--- src/rtl/wb_pkg.sv ---
// Shared definitions for the writeback merge unit.
//   - wb_size_e : load size encodings (byte/half/word/double)
//   - wb_entry_t: queued writeback entry {reg_idx, data}, sized for the
//                 widest legal configuration (REG_W <= 8, DATA_WIDTH <= 64)
//   - wb_log2   : ceiling log2 for deriving pointer/index widths
//   - PTR_W/CH_W: pointer and channel-index widths of the default build
//                 (FIFO_DEPTH=4, NUM_CH=2)
package wb_pkg;

  typedef enum logic [1:0] {
    SZ_BYTE   = 2'b00,
    SZ_HALF   = 2'b01,
    SZ_WORD   = 2'b10,
    SZ_DOUBLE = 2'b11
  } wb_size_e;

  localparam int MAX_REG_W  = 8;
  localparam int MAX_DATA_W = 64;

  typedef struct packed {
    logic [MAX_REG_W-1:0]  reg_idx;
    logic [MAX_DATA_W-1:0] data;
  } wb_entry_t;

  function automatic int wb_log2(input int n);
    int r;
    r = 0;
    for (int i = 0; i < 31; i++) begin
      if ((1 << i) < n) r = i + 1;
    end
    return r;
  endfunction

  localparam int PTR_W = wb_log2(4);
  localparam int CH_W  = wb_log2(2);

endpackage

--- src/rtl/wb_chan_fifo.sv ---
// Single-clock per-channel writeback FIFO.
// Ports: clock, reset (synchronous, active-low), push/din (write side),
//        pop/head (read side, head is the current oldest entry),
//        full, empty, count (occupancy 0..DEPTH).
// Push while full and pop while empty are ignored.
module wb_chan_fifo
  import wb_pkg::*;
#(
  parameter int DEPTH = 4
) (
  input  logic                       clock,
  input  logic                       reset,
  input  logic                       push,
  input  wb_entry_t                  din,
  input  logic                       pop,
  output wb_entry_t                  head,
  output logic                       full,
  output logic                       empty,
  output logic [wb_log2(DEPTH):0]    count
);

  localparam int AW = wb_log2(DEPTH);

  wb_entry_t         mem [DEPTH];
  logic [AW-1:0]     wr_ptr;
  logic [AW-1:0]     rd_ptr;
  logic              do_push;
  logic              do_pop;

  assign full    = (count == (AW+1)'(DEPTH));
  assign empty   = (count == '0);
  assign do_push = push & ~full;
  assign do_pop  = pop & ~empty;
  assign head    = mem[rd_ptr];

  always_ff @(posedge clock) begin
    if (!reset) begin
      wr_ptr <= '0;
      rd_ptr <= '0;
      count  <= '0;
    end else begin
      if (do_push) begin
        mem[wr_ptr] <= din;
        wr_ptr      <= wr_ptr + 1'b1;
      end
      if (do_pop) rd_ptr <= rd_ptr + 1'b1;
      count <= count + (AW+1)'(do_push) - (AW+1)'(do_pop);
    end
  end

endmodule

--- src/rtl/wb_merge_unit.sv ---
// Multi-channel writeback merge unit.
// Formats each channel's result at enqueue (ALU pass-through or load data
// lane-selected and zero/sign-extended), buffers it in a per-channel FIFO,
// and round-robin arbitrates FIFO heads onto one register-file write port.
// Ports: clock, reset (sync, active-low); per-channel ch_valid/ch_ready
//        handshake with ch_write, ch_sel, ch_reg, ch_alu, ch_mem, ch_size,
//        ch_unsigned, ch_addr_lo; registered write/write_reg/write_data;
//        busy (any FIFO non-empty); retire_count; report (trace enable).
// Build option: define WB_TRACE_EN to add a cycle counter and a per-cycle
// $display trace while report==1. Without it, report is ignored.
module wb_merge_unit
  import wb_pkg::*;
#(
  parameter int CORE       = 0,
  parameter int DATA_WIDTH = 32,
  parameter int NUM_CH     = 2,
  parameter int FIFO_DEPTH = 4,
  parameter int REG_W      = 5
) (
  input  logic                         clock,
  input  logic                         reset,
  input  logic [NUM_CH-1:0]            ch_valid,
  output logic [NUM_CH-1:0]            ch_ready,
  input  logic [NUM_CH-1:0]            ch_write,
  input  logic [NUM_CH-1:0]            ch_sel,
  input  logic [NUM_CH*REG_W-1:0]      ch_reg,
  input  logic [NUM_CH*DATA_WIDTH-1:0] ch_alu,
  input  logic [NUM_CH*DATA_WIDTH-1:0] ch_mem,
  input  logic [NUM_CH*2-1:0]          ch_size,
  input  logic [NUM_CH-1:0]            ch_unsigned,
  input  logic [NUM_CH*3-1:0]          ch_addr_lo,
  output logic                         write,
  output logic [REG_W-1:0]             write_reg,
  output logic [DATA_WIDTH-1:0]        write_data,
  output logic                         busy,
  output logic [31:0]                  retire_count,
  input  logic                         report
);

  localparam int AW = wb_log2(FIFO_DEPTH);
  localparam int GW = (NUM_CH > 1) ? wb_log2(NUM_CH) : 1;

  // Byte-offset masks: a half aligns to an even byte, a word on a 64-bit
  // bus is picked by addr[2] only, and a 32-bit word is always the low word.
  localparam logic [2:0] BYTE_MASK = 3'(DATA_WIDTH/8 - 1);
  localparam logic [2:0] HALF_MASK = 3'(DATA_WIDTH/8 - 2);
  localparam logic [2:0] WORD_MASK = (DATA_WIDTH == 64) ? 3'b100 : 3'b000;

  function automatic logic [DATA_WIDTH-1:0] fmt_load(
    input logic [DATA_WIDTH-1:0] raw,
    input wb_size_e              size,
    input logic                  uns,
    input logic [2:0]            addr
  );
    logic [2:0]  lane;
    logic [63:0] wide;
    logic [63:0] ext;
    case (size)
      SZ_BYTE: lane = addr & BYTE_MASK;
      SZ_HALF: lane = addr & HALF_MASK;
      SZ_WORD: lane = addr & WORD_MASK;
      default: lane = 3'b000;
    endcase
    wide = 64'(raw) >> {lane, 3'b000};
    case (size)
      SZ_BYTE: ext = {{56{~uns & wide[7]}},  wide[7:0]};
      SZ_HALF: ext = {{48{~uns & wide[15]}}, wide[15:0]};
      SZ_WORD: ext = {{32{~uns & wide[31]}}, wide[31:0]};
      default: ext = (DATA_WIDTH == 64) ? wide : {{32{~uns & wide[31]}}, wide[31:0]};
    endcase
    return DATA_WIDTH'(ext);
  endfunction

  wb_entry_t         head [NUM_CH];
  logic [AW:0]       occ  [NUM_CH];
  logic [NUM_CH-1:0] full;
  logic [NUM_CH-1:0] empty;
  logic [NUM_CH-1:0] push;
  logic [NUM_CH-1:0] pop;
  logic [GW-1:0]     rr_ptr;
  logic [GW-1:0]     grant;
  logic [GW-1:0]     rr_next;
  logic              any;

  for (genvar c = 0; c < NUM_CH; c++) begin : g_ch
    wb_entry_t ent;

    always_comb begin
      ent         = '0;
      ent.reg_idx = MAX_REG_W'(ch_reg[c*REG_W +: REG_W]);
      ent.data    = MAX_DATA_W'(ch_sel[c] ?
                      fmt_load(ch_mem[c*DATA_WIDTH +: DATA_WIDTH],
                               wb_size_e'(ch_size[c*2 +: 2]),
                               ch_unsigned[c],
                               ch_addr_lo[c*3 +: 3]) :
                      ch_alu[c*DATA_WIDTH +: DATA_WIDTH]);
    end

    assign ch_ready[c] = reset & ~full[c];
    // Entries that would not write the register file are accepted but dropped.
    assign push[c] = ch_valid[c] & ch_ready[c] & ch_write[c] &
                     (ch_reg[c*REG_W +: REG_W] != '0);

    wb_chan_fifo #(.DEPTH(FIFO_DEPTH)) u_fifo (
      .clock (clock),
      .reset (reset),
      .push  (push[c]),
      .din   (ent),
      .pop   (pop[c]),
      .head  (head[c]),
      .full  (full[c]),
      .empty (empty[c]),
      .count (occ[c])
    );
  end

  // First non-empty FIFO at or after rr_ptr, wrapping.
  always_comb begin
    int idx;
    idx   = 0;
    any   = 1'b0;
    grant = '0;
    pop   = '0;
    for (int i = 0; i < NUM_CH; i++) begin
      idx = int'(rr_ptr) + i;
      if (idx >= NUM_CH) idx = idx - NUM_CH;
      if (!any && !empty[idx]) begin
        any   = 1'b1;
        grant = GW'(idx);
      end
    end
    if (any) pop[grant] = 1'b1;
    rr_next = (grant == GW'(NUM_CH-1)) ? '0 : grant + 1'b1;
  end

  assign busy = |(~empty);

  always_ff @(posedge clock) begin
    if (!reset) begin
      rr_ptr       <= '0;
      write        <= 1'b0;
      write_reg    <= '0;
      write_data   <= '0;
      retire_count <= '0;
    end else if (any) begin
      rr_ptr       <= rr_next;
      write        <= 1'b1;
      write_reg    <= REG_W'(head[grant].reg_idx);
      write_data   <= DATA_WIDTH'(head[grant].data);
      retire_count <= retire_count + 32'd1;
    end else begin
      write        <= 1'b0;
      write_reg    <= '0;
      write_data   <= '0;
    end
  end

`ifdef WB_TRACE_EN
  logic [31:0] cycle_cnt;

  always_ff @(posedge clock) begin
    if (!reset) begin
      cycle_cnt <= '0;
    end else begin
      cycle_cnt <= cycle_cnt + 32'd1;
      if (report) begin
        $display("[WB%0d] cyc=%0d grant=%0d valid_grant=%0b write=%0b reg=%0d data=%h",
                 CORE, cycle_cnt, grant, any, write, write_reg, write_data);
        for (int c = 0; c < NUM_CH; c++) begin
          $display("[WB%0d]   ch%0d occ=%0d", CORE, c, occ[c]);
        end
      end
    end
  end
`else
  // Trace-only signals are tied off here so the default build stays quiet.
  logic unused_trace;
  always_comb begin
    unused_trace = report | (CORE < 0);
    for (int c = 0; c < NUM_CH; c++) begin
      unused_trace = unused_trace | (|occ[c]);
    end
  end
`endif

endmodule

--- config.mk ---
export PLATFORM = sky130hd
export DESIGN_NAME = wb_merge_unit
export DESIGN_NICKNAME = d
export VERILOG_FILES = /design/src/rtl/wb_pkg.sv /design/src/rtl/wb_chan_fifo.sv /design/src/rtl/wb_merge_unit.sv
export SDC_FILE = /design/constraint.sdc
export NUM_CORES = 1
export LEC_CHECK = 0
export ABC_AREA = 0
export CORE_MARGIN = 10
export CORE_UTILIZATION = 40
export CTS_BUF_LIST = sky130_fd_sc_hd__clkbuf_16
export DETAILED_ROUTE_END_ITERATION = 7
export PLACE_DENSITY = 0.64
export SLEW_MARGIN = 40
export SYNTH_ARGS = -nofsm -noshare
export SYNTH_HDL_FRONTEND = slang
export SYNTH_SLANG_ARGS = --single-unit
export TNS_END_PERCENT = 50
--- constraint.sdc ---
create_clock -name clock -period 6.1 [get_ports clock]
set_input_delay 1.22 -clock clock [delete_from_list [all_inputs] [get_ports clock]]
set_output_delay 1.22 -clock clock [all_outputs]
set_load 0.03 [all_outputs]
# Word level (Yosys, flattened, before mapping)
# Memories as Yosys holds them, arrays and structs flattened. A register that Yosys moved wholly into a read port is not among the register bits.
# Cells that the tools add are included.
op_classes:
  n_addsub: 13
  order_cmp: 7
  n_eq_ne: 4
  shifts: 2
  muxes: 36
  bitwise: 24
  reduce_logical: 11
op_table:
  columns: ["operator", "count"]
  rows:
  - ["2-to-1 mux 69 bit", 3]
  - ["2-to-1 mux 32 bit", 4]
  - ["case mux 32 bit (2 select lines)", 2]
  - ["< comparator 32 x 3 -> 1 bit, second input constant", 2]
  - ["adder 32 x 1 -> 32 bit, second input constant", 1]
  - ["right shift 32 x 5 -> 32 bit", 1]
  - ["right shift 32 x 6 -> 32 bit", 1]
  - ["2-to-1 mux 1 bit", 19]
  - ["bitwise AND 1 bit", 16]
  - ["2-to-1 mux 2 bit", 5]
  - ["nonzero test 5 bit", 2]
  - ["adder 2 x 1 -> 2 bit, second input constant", 4]
  - ["case mux 2 bit (2 select lines)", 2]
  - ["adder 3 x 1 -> 3 bit", 2]
  - ["== test 3 bit, second input constant", 2]
  - ["zero test 3 bit", 2]
  - ["inverter 1 bit", 6]
  - ["subtractor 3 x 1 -> 3 bit", 2]
  - ["== test 2 x 1 -> 1 bit, second input constant", 2]
  - [">= comparator 2 bit, second input constant", 2]
  - ["zero test 2 bit", 2]
  - ["subtractor 1 x 2 -> 3 bit, second input constant", 1]
  - ["subtractor 2 x 2 -> 3 bit, second input constant", 1]
  - ["adder 1 x 1 -> 2 bit, second input constant", 1]
  - ["11 further kinds", 12]
word_totals:
  register_bits: 85
  ramBits: 296
  input_bits: 159
  output_inout_bits: 73
  n_memories: 2
mem_list:
  columns: ["memory", "words", "width", "rd", "rd_clocked_by_memory_dff", "wr", "line", "text"]
  rows:
  - ["g_ch[0].u_fifo.mem", 4, 37, 1, 1, 1, "wb_chan_fifo.sv:24", "wb_entry_t mem [DEPTH];"]
  - ["g_ch[1].u_fifo.mem", 4, 37, 1, 1, 1, "wb_chan_fifo.sv:24", null]

# Depth between registers and ports, before layout
# Gate-level depths: netlist of run 1.
logic_depth:
  ltp_word: 17
  depth_mapped: 12
  depth_no_buf: 11

# By module
# A second synthesis of run 1 with hierarchy kept.
unflattened:
  hier_cells: 1385
  hier_area_um2: 26435.4
modules_own_cells:
  columns: ["mod", "instances", "cells_per_inst", "area_each_um2"]
  rows:
  - ["wb_chan_fifo at g_ch[1].u_fifo", 1, 427, 10953.0]
  - ["wb_chan_fifo at g_ch[0].u_fifo", 1, 426, 10949.3]
  - ["wb_merge_unit", 1, 532, 4533.1]

# Worst setup path after synthesis of run 1
# No wires, ideal clock.
synth_path:
  path_type: "input -> register"
  from: "input port reset"
  to: "memory g_ch[1].u_fifo.mem[0][0] (netlist bit) (enable)"
  arrival_ns: 3.273
  setup_slack_ns: 2.429
  path_stages: 5
  path_buffers: 1
  cell_sequence: "inv_2 -> a31oi_1 -> and4_1 -> clkbuf_1 -> and2_1"
synth_via:
  elab_chain_cells: 8
synth_lines:
  columns: ["item", "line", "text"]
  rows:
  - ["from (decl)", "wb_merge_unit.sv:21", "input logic reset,"]
  - ["bitwise AND 1 bit", "wb_merge_unit.sv:99", "assign ch_ready[c] = reset & ~full[c];"]
  - ["net ch_ready[1]", "wb_merge_unit.sv:23", "output logic [NUM_CH-1:0] ch_ready,"]
  - ["bitwise AND 1 bit (3 in a row)", "wb_merge_unit.sv:101", "assign push[c] = ch_valid[c] & ch_ready[c] & ch_write[c] &"]
  - ["bitwise AND 1 bit", "wb_chan_fifo.sv:32", "assign do_push = push & ~full;"]
  - ["2-to-1 mux 1 bit", "wb_chan_fifo.sv:42", "if (do_push) begin"]
  - ["2-to-1 mux 1 bit", "wb_chan_fifo.sv:37", "if (!reset) begin"]
  - ["2-to-1 mux 1 bit (not written as such)", "wb_chan_fifo.sv:43", "mem[wr_ptr] <= din;"]
  - ["to (decl)", "wb_chan_fifo.sv:24", null]
# The timed path passes the listed nets, and every way through them passes these cells.

# Worst setup path after layout of run 1
layout_path:
  from: "input port reset"
  to: "output port ch_ready[0]"
layout_via:
  elab_chain_cells: 1
layout_lines:
  columns: ["item", "line"]
  rows:
  - ["bitwise AND 1 bit", "wb_merge_unit.sv:99"]
  - ["to (decl)", "wb_merge_unit.sv:23"]
# Every way passes these cells.

==> metrics, run 1 <==
Post-Route WL=a little over 40,000 um; vias per cell=5.31; Post-CTS Hold Fix Bufs=0; core footprint=39,600 um2; number of synthesized flops with an enable pin=about 300; R2R cell count=11; worst r2r dst=g_ch[1].u_fifo.count[2]; first drt pass iteration count=5; I/O pin count=232; Worst Path Max Fanout=46; fmax=a little over 0.2 GHz; H-tree lvl count=2; Final Slew Violations=0; largest net degree at the start of global routing=47; syn_nets=between 1,000 and 1,500; DP Cell Count=between 1,500 and 2,000; Setup Buffers After CTS=0; die footprint=around 48,000 um2; Final Cycle Share=approximately four fifths; clk sinks=roughly 390; Routed Antenna Nets=0; Setup Skew=25.5 ps; RSZ-0062 raised after global routing=false; Peak VDD IR=about 0.00034 V; Post-synth ARST share=0%; Largest regs=g_ch.u_fifo.mem: 296 flops, retire_count: 32 flops, write_data: 32 flops; Initial Util=approximately two fifths; commonest cells in the netlist=edfxtp_1 (296), nand2_1 (119), dfxtp_1 (89); Remaining DRCs=0; Setup violations, final=0; CTS tree=built; post-route cell area=around 20,000 um2; reg2reg start=g_ch[1].u_fifo.count[2]; Pwr Total=7420 uW; post-CTS resize count=0; vias in the first global route=9,926; TritonCTS buffer count=40; largest cells by area after synthesis=edfxtp_1 (55%), mux4_2 (12%), dfxtp_1 (11%); worst hold slack=475 ps; Leak=between 0.006 and 0.007 uW; Starting DRT DRC Count=roughly 720; global-route wire length before repair=61,000 um; synthesized instance count=between 1,000 and 1,500; Layout area overhead=24.9%; initial antenna violation count=0; Max Cap Violations=0; Reg2Reg Setup Slack=roughly 3400 ps; Ant. Diodes=0; sequential share of the synthesized area=between 60% and 70%; chip height=220 um; Worst Hold Class=register to register; dpl hpwl=28,100 um; yosys synthesis warning count=0; register area=10,700 um2; Worst slew margin=around 48%; final worst path period need=just under 5000 ps; final net count=about 1,400; area share of the largest cell type after synthesis=~55%; Synth Register Bits=385; mean area per synthesized cell=15.4 um2; crit path kind=input pin to output pin; GRT overflow=0; root buffer cell=clkbuf_16; Worst setup EP type=output pin; multi-input combinational cell area=approximately 5000 um2; via count=a little under 10,000; final hold vios=0; GPL Wtd Cong=approximately 0.85; HP Start=rr_ptr; Yosys top cell by area=edfxtp_1; Filler Cells Inserted=around 3,400; share of layout cells above drive strength 1=between 10% and 20%; Crit. Startpoint=reset; final cell count without fillers=1,822; Distinct cells, synth=60; Required @ worst endpoint=between 4000 and 5000 ps; placed cell area=approximately 19,000 um2; Post-Route Setup TNS=0 ps; row count=73; die width=between 200 and 250 um; WL/cell=between 20 and 25 um; crit path launch type=input pin; hold-critical path depth=2; status=finished, final reports clean; port bufs=228; max reg flops=around 300; clock latency at the later pin of the worst-skew pair=530 ps; Tot GR Track Use=16.5%; Worst-Margin Slew=between 700 and 800 ps; power density over the cells=371 nW/um2; top_reg_cell synth=edfxtp_1; WHS Endpoint=rr_ptr; Largest Register=g_ch.u_fifo.mem; Crit path arrival time=about 3700 ps; Reg clk slew, reported paths=roughly 60 ps; most numerous cell in the Yosys netlist=edfxtp_1; Longest Clk Path Bufs=3; mapped cell area=~16,000 um2
## how the worst max path moves through the flow
stage | endpoint | slack (ps) | cells past startpoint
floorplan | g_ch[1].u_fifo.mem[0][0] | 2430 | 5
global placement | ch_ready[0] | 1470 | 4
detailed placement | ch_ready[0] | 1470 | 4
CTS | ch_ready[0] | 1470 | 4
global route | ch_ready[0] | 970 | 4
finish | ch_ready[0] | 1140 | 4
## layout make-up
class,instances,area share (%)
clock inverters,33,0.756
repair buffers,243,12.0
multi-input cells,564,24.9
clock buffers,41,5.13
well taps,525,3.28
flip-flops and latches,385,53.3
inverters,31,0.588
## stage by stage
step                      util [%]  setup WS (ps)
after floorplan                  -           2430
after detailed placement      47.5           1470
final                         50.5           1140
after global placement        47.5           1470
after global routing          50.5            974
after CTS                     50.5           1470
## logic make-up after synthesis
| group | count (synthesis) | synth area share [%] |
|---|---|---|
| AOI/OAI and AO/OA | 131 | 6.01 |
| and+or+nand+nor | 270 | 7.85 |
| muxes | 107 | 13.7 |
| buffers and inverters | 89 | 2.34 |
| DFF | 385 | 66.6 |
| adders and majority gates | 15 | 1.27 |
| xor gates and xnor gates | 41 | 2.24 |
## power by group
group	internal [uW]	switching [uW]	total, uW
Sequential	3060	118	3180
Combinational	871	1190	2060
Clock	1220	965	2180
## metal layers
metal | track usage [%] | vias up | wire length (um)
met2 | 26.3 | 337 | 19300
met1 | 23.2 | 4854 | 18000
li1 | - | 4447 | -
met4 | 3.01 | 0 | 460
met3 | 3.52 | 42 | 2780
met5 | 0 | - | 0
## placed cells by master, fill, tap and decap left out, types with 18 or more instances in the layout
cell	instances
edfxtp_1	296
clkdlybuf4s50_1	228
nand2_1	119
mux4_2	88
dfxtp_1	87
nor2_1	62
a21oi_1	51
inv_1	41
clkbuf_16	41
a221o_1	27
xor2_1	24
nand4_1	18
## worst max-delay path, cell delays in order
cell	delay [ps]
clkdlybuf4s50_1	650
clkinv_2	610
a31oi_1	490
clkdlybuf4s50_1	750
No activity file was read; power rests on OpenSTA's default activity.
==> run 2: changes to the inputs <==
==> constraint.sdc (replaced) <==
create_clock -name clock -period 4.6 [get_ports clock]
set_input_delay 0.92 -clock clock [delete_from_list [all_inputs] [get_ports clock]]
set_output_delay 0.92 -clock clock [all_outputs]
set_load 0.03 [all_outputs]
==> run 2 against run 1 <==
Compared with the run above: sequential power rose by 35%; total power increased by 36%; cell area grew 1.3%; worst setup slack got worse by 400 ps; non-clock buffer count increased by 14; clock power grew 44%; register-to-register slack lost 1500 ps.
==> metrics, run 2 (synthesis gave the netlist of run 1 again) <==
Largest Register=g_ch.u_fifo.mem; WP buf/inv=3 (unchanged); Worst path slowest cell=clkdlybuf4s50_1; CP most frequent cell=clkdlybuf4s50_1; final hold vios=0 (unchanged); GRT overflow=0 (unchanged); clock latency at the later pin of the worst-skew pair=530 ps (about the same); vias per cell=5.33 (+0.30%); Post-Route WL=41,100 um (+1.3%); final worst path period need=3860 ps; initial antenna violation count=1 (+1); Final Slew Violations=0 (unchanged); TritonCTS buffer count=41 (+2.5%); Starting DRT DRC Count=838 (+16%); most frequent cells in the layout=edfxtp_1 (296), clkdlybuf4s50_1 (228), nand2_1 (118), mux4_2 (88), dfxtp_1 (86); Worst setup EP type=output pin; Comb power frac=26.5% (-1.3 points); Longest Clk Path Bufs=3 (unchanged); Required @ worst endpoint=3680 ps (-1200 ps); GPL Wtd Cong=0.836 (-1.6%); sequential power share=42.5% (-0.3 points); Routed Antenna Nets=0 (unchanged); largest net degree at the start of global routing=41 (-13%); first drt pass iteration count=5 (unchanged); final net count=1,454 (+1.0%); Setup Buffers After CTS=0 (unchanged); Setup violations, final=0 (unchanged); status=finished, final reports clean; CTS tree=built; Post-Route Setup TNS=0 ps (unchanged); crit path kind=input pin to output pin; clk sinks=385 (unchanged); Post-CTS Hold Fix Bufs=0 (unchanged); post-CTS resize count=0 (unchanged); Tot GR Track Use=16.7% (+0.18 points); Remaining DRCs=0 (unchanged); commonest non-fill, non-tap cell in the layout=edfxtp_1; fmax=~0.26 GHz; core footprint=39,600 um2 (unchanged); Worst-Margin Slew=785 ps (+6.61 ps); Ant. Diodes=0 (unchanged); chip height=220 um (unchanged); Cell Chain, Critical Path=clkdlybuf4s50_1 > inv_2 > a31oi_1 > clkdlybuf4s50_1; port bufs=228 (unchanged); Peak VDD IR=0.000502 V (+47%); via count=9,778 (+1.0%); power density over the cells=499 nW/um2 (+34%); Worst slew margin=47.3% (-0.44 points); Leak=0.00687 uW (+1.9%); max reg flops=296 (unchanged); Largest regs=g_ch.u_fifo.mem: 296 flops, retire_count: 32 flops, write_data: 32 flops; dpl hpwl=29,200 um (+3.9%); vias in the first global route=10,100 (+1.6%); Reg clk slew, reported paths=60 ps (about the same); WL/cell=22.4 um (+0.54%); Setup Skew=15.6 ps (-9.92 ps); Initial Util=40.4% (unchanged); Worst Path Max Fanout=9 (-80%); Crit path arrival time=2940 ps (-800 ps); switching share of total power=30.1% (-0.58 points); CP max stage delay=750 ps (about the same); die width=220 um (unchanged); global-route wire length before repair=61,400 um (+0.57%); I/O pin count=232 (unchanged); Worst Hold Class=register to register; row count=73 (unchanged); H-tree lvl count=2 (unchanged); Max Cap Violations=0 (unchanged); share of layout cells above drive strength 1=16.0% (+1.4 points); Final Cycle Share=around 84%; root buffer cell=clkbuf_16; RSZ-0062 raised after global routing=false; die footprint=48,400 um2 (unchanged); switching power total=3040 uW (+34%); Layout area overhead=26.5%; Internal Power=7070 uW (+37%); Pwr Total=10,100 uW (+36%); Crit path max-delay family=buffers and inverters; crit path launch type=input pin; Clock power frac=31.0% (+1.6 points)
[run 2: cell count changes in the layout (fill, tap and decap cells not counted), moves of 2 or more]
cell and change:
and2_2 +4, and2_4 -4, buf_12 +4, buf_4 +11, bufinv_16 +4, clkinv_1 -4, clkinv_2 -5, inv_2 +4
inv_6 -2
[run 2: routing by layer]
layer | wire (um) | track usage [%] | vias to the layer above
met4 | 724 | 3.83 | 0
met3 | 2870 | 3.83 | 50
li1 | - | - | 4473
met5 | 0 | 0 | -
met2 | 19600 | 27.1 | 350
met1 | 17800 | 22.5 | 4905
[run 2: metrics by stage]
step / utilization, % / instance area, um2 / hold slack, ps / setup slack, ps / instances
global placement: 47.9 / 19000 / 464 / 777 / 1762
CTS: 51.1 / 20300 / 477 / 746 / 1835
detailed placement: 47.9 / 19000 / 468 / 759 / 1762
floorplan: - / 16000 / 450 / 1230 / 1038
global route: 51.1 / 20300 / 534 / 670 / 1835
finish: 51.1 / 20300 / 482 / 739 / 1835
[run 2: worst paths after layout]
kind,slack (ps),cells after the start,to,startpoint
worst min-delay path,480,2,rr_ptr,rr_ptr
worst min register to register,480,2,rr_ptr,rr_ptr
worst max-delay path,740,4,ch_ready[0],reset
worst max register to register,1880,12,g_ch[1].u_fifo.count[2],g_ch[0].u_fifo.count[1]
[run 2: power groups by stage]
stage	clock network [uW]	registers, uW	logic (uW)
after floorplan	0	4560	1400
after global placement	0	4360	2690
after detailed placement	0	4370	2710
after CTS	3200	4300	2720
after global routing	3340	4330	2900
final	3130	4290	2680
[run 2: worst register-to-register path, delay by kind of cell (launching register included)]
kind | cells | cell delay (ps)
xor+xnor | 2 | 370
fa+ha+maj | 3 | 770
buf+inv | 3 | 520
flops | 1 | 340
simple gates | 4 | 600
[run 2: area by class of cell]
cell class              instances  area [um2]
multi-input cells             564        4990
fillers                      3311       19400
inverters                      31         116
clock inverters                32         254
clock buffers                  41        1030
flip-flops and latches        385       10700
well taps                     525         657
repair buffers                257        2550
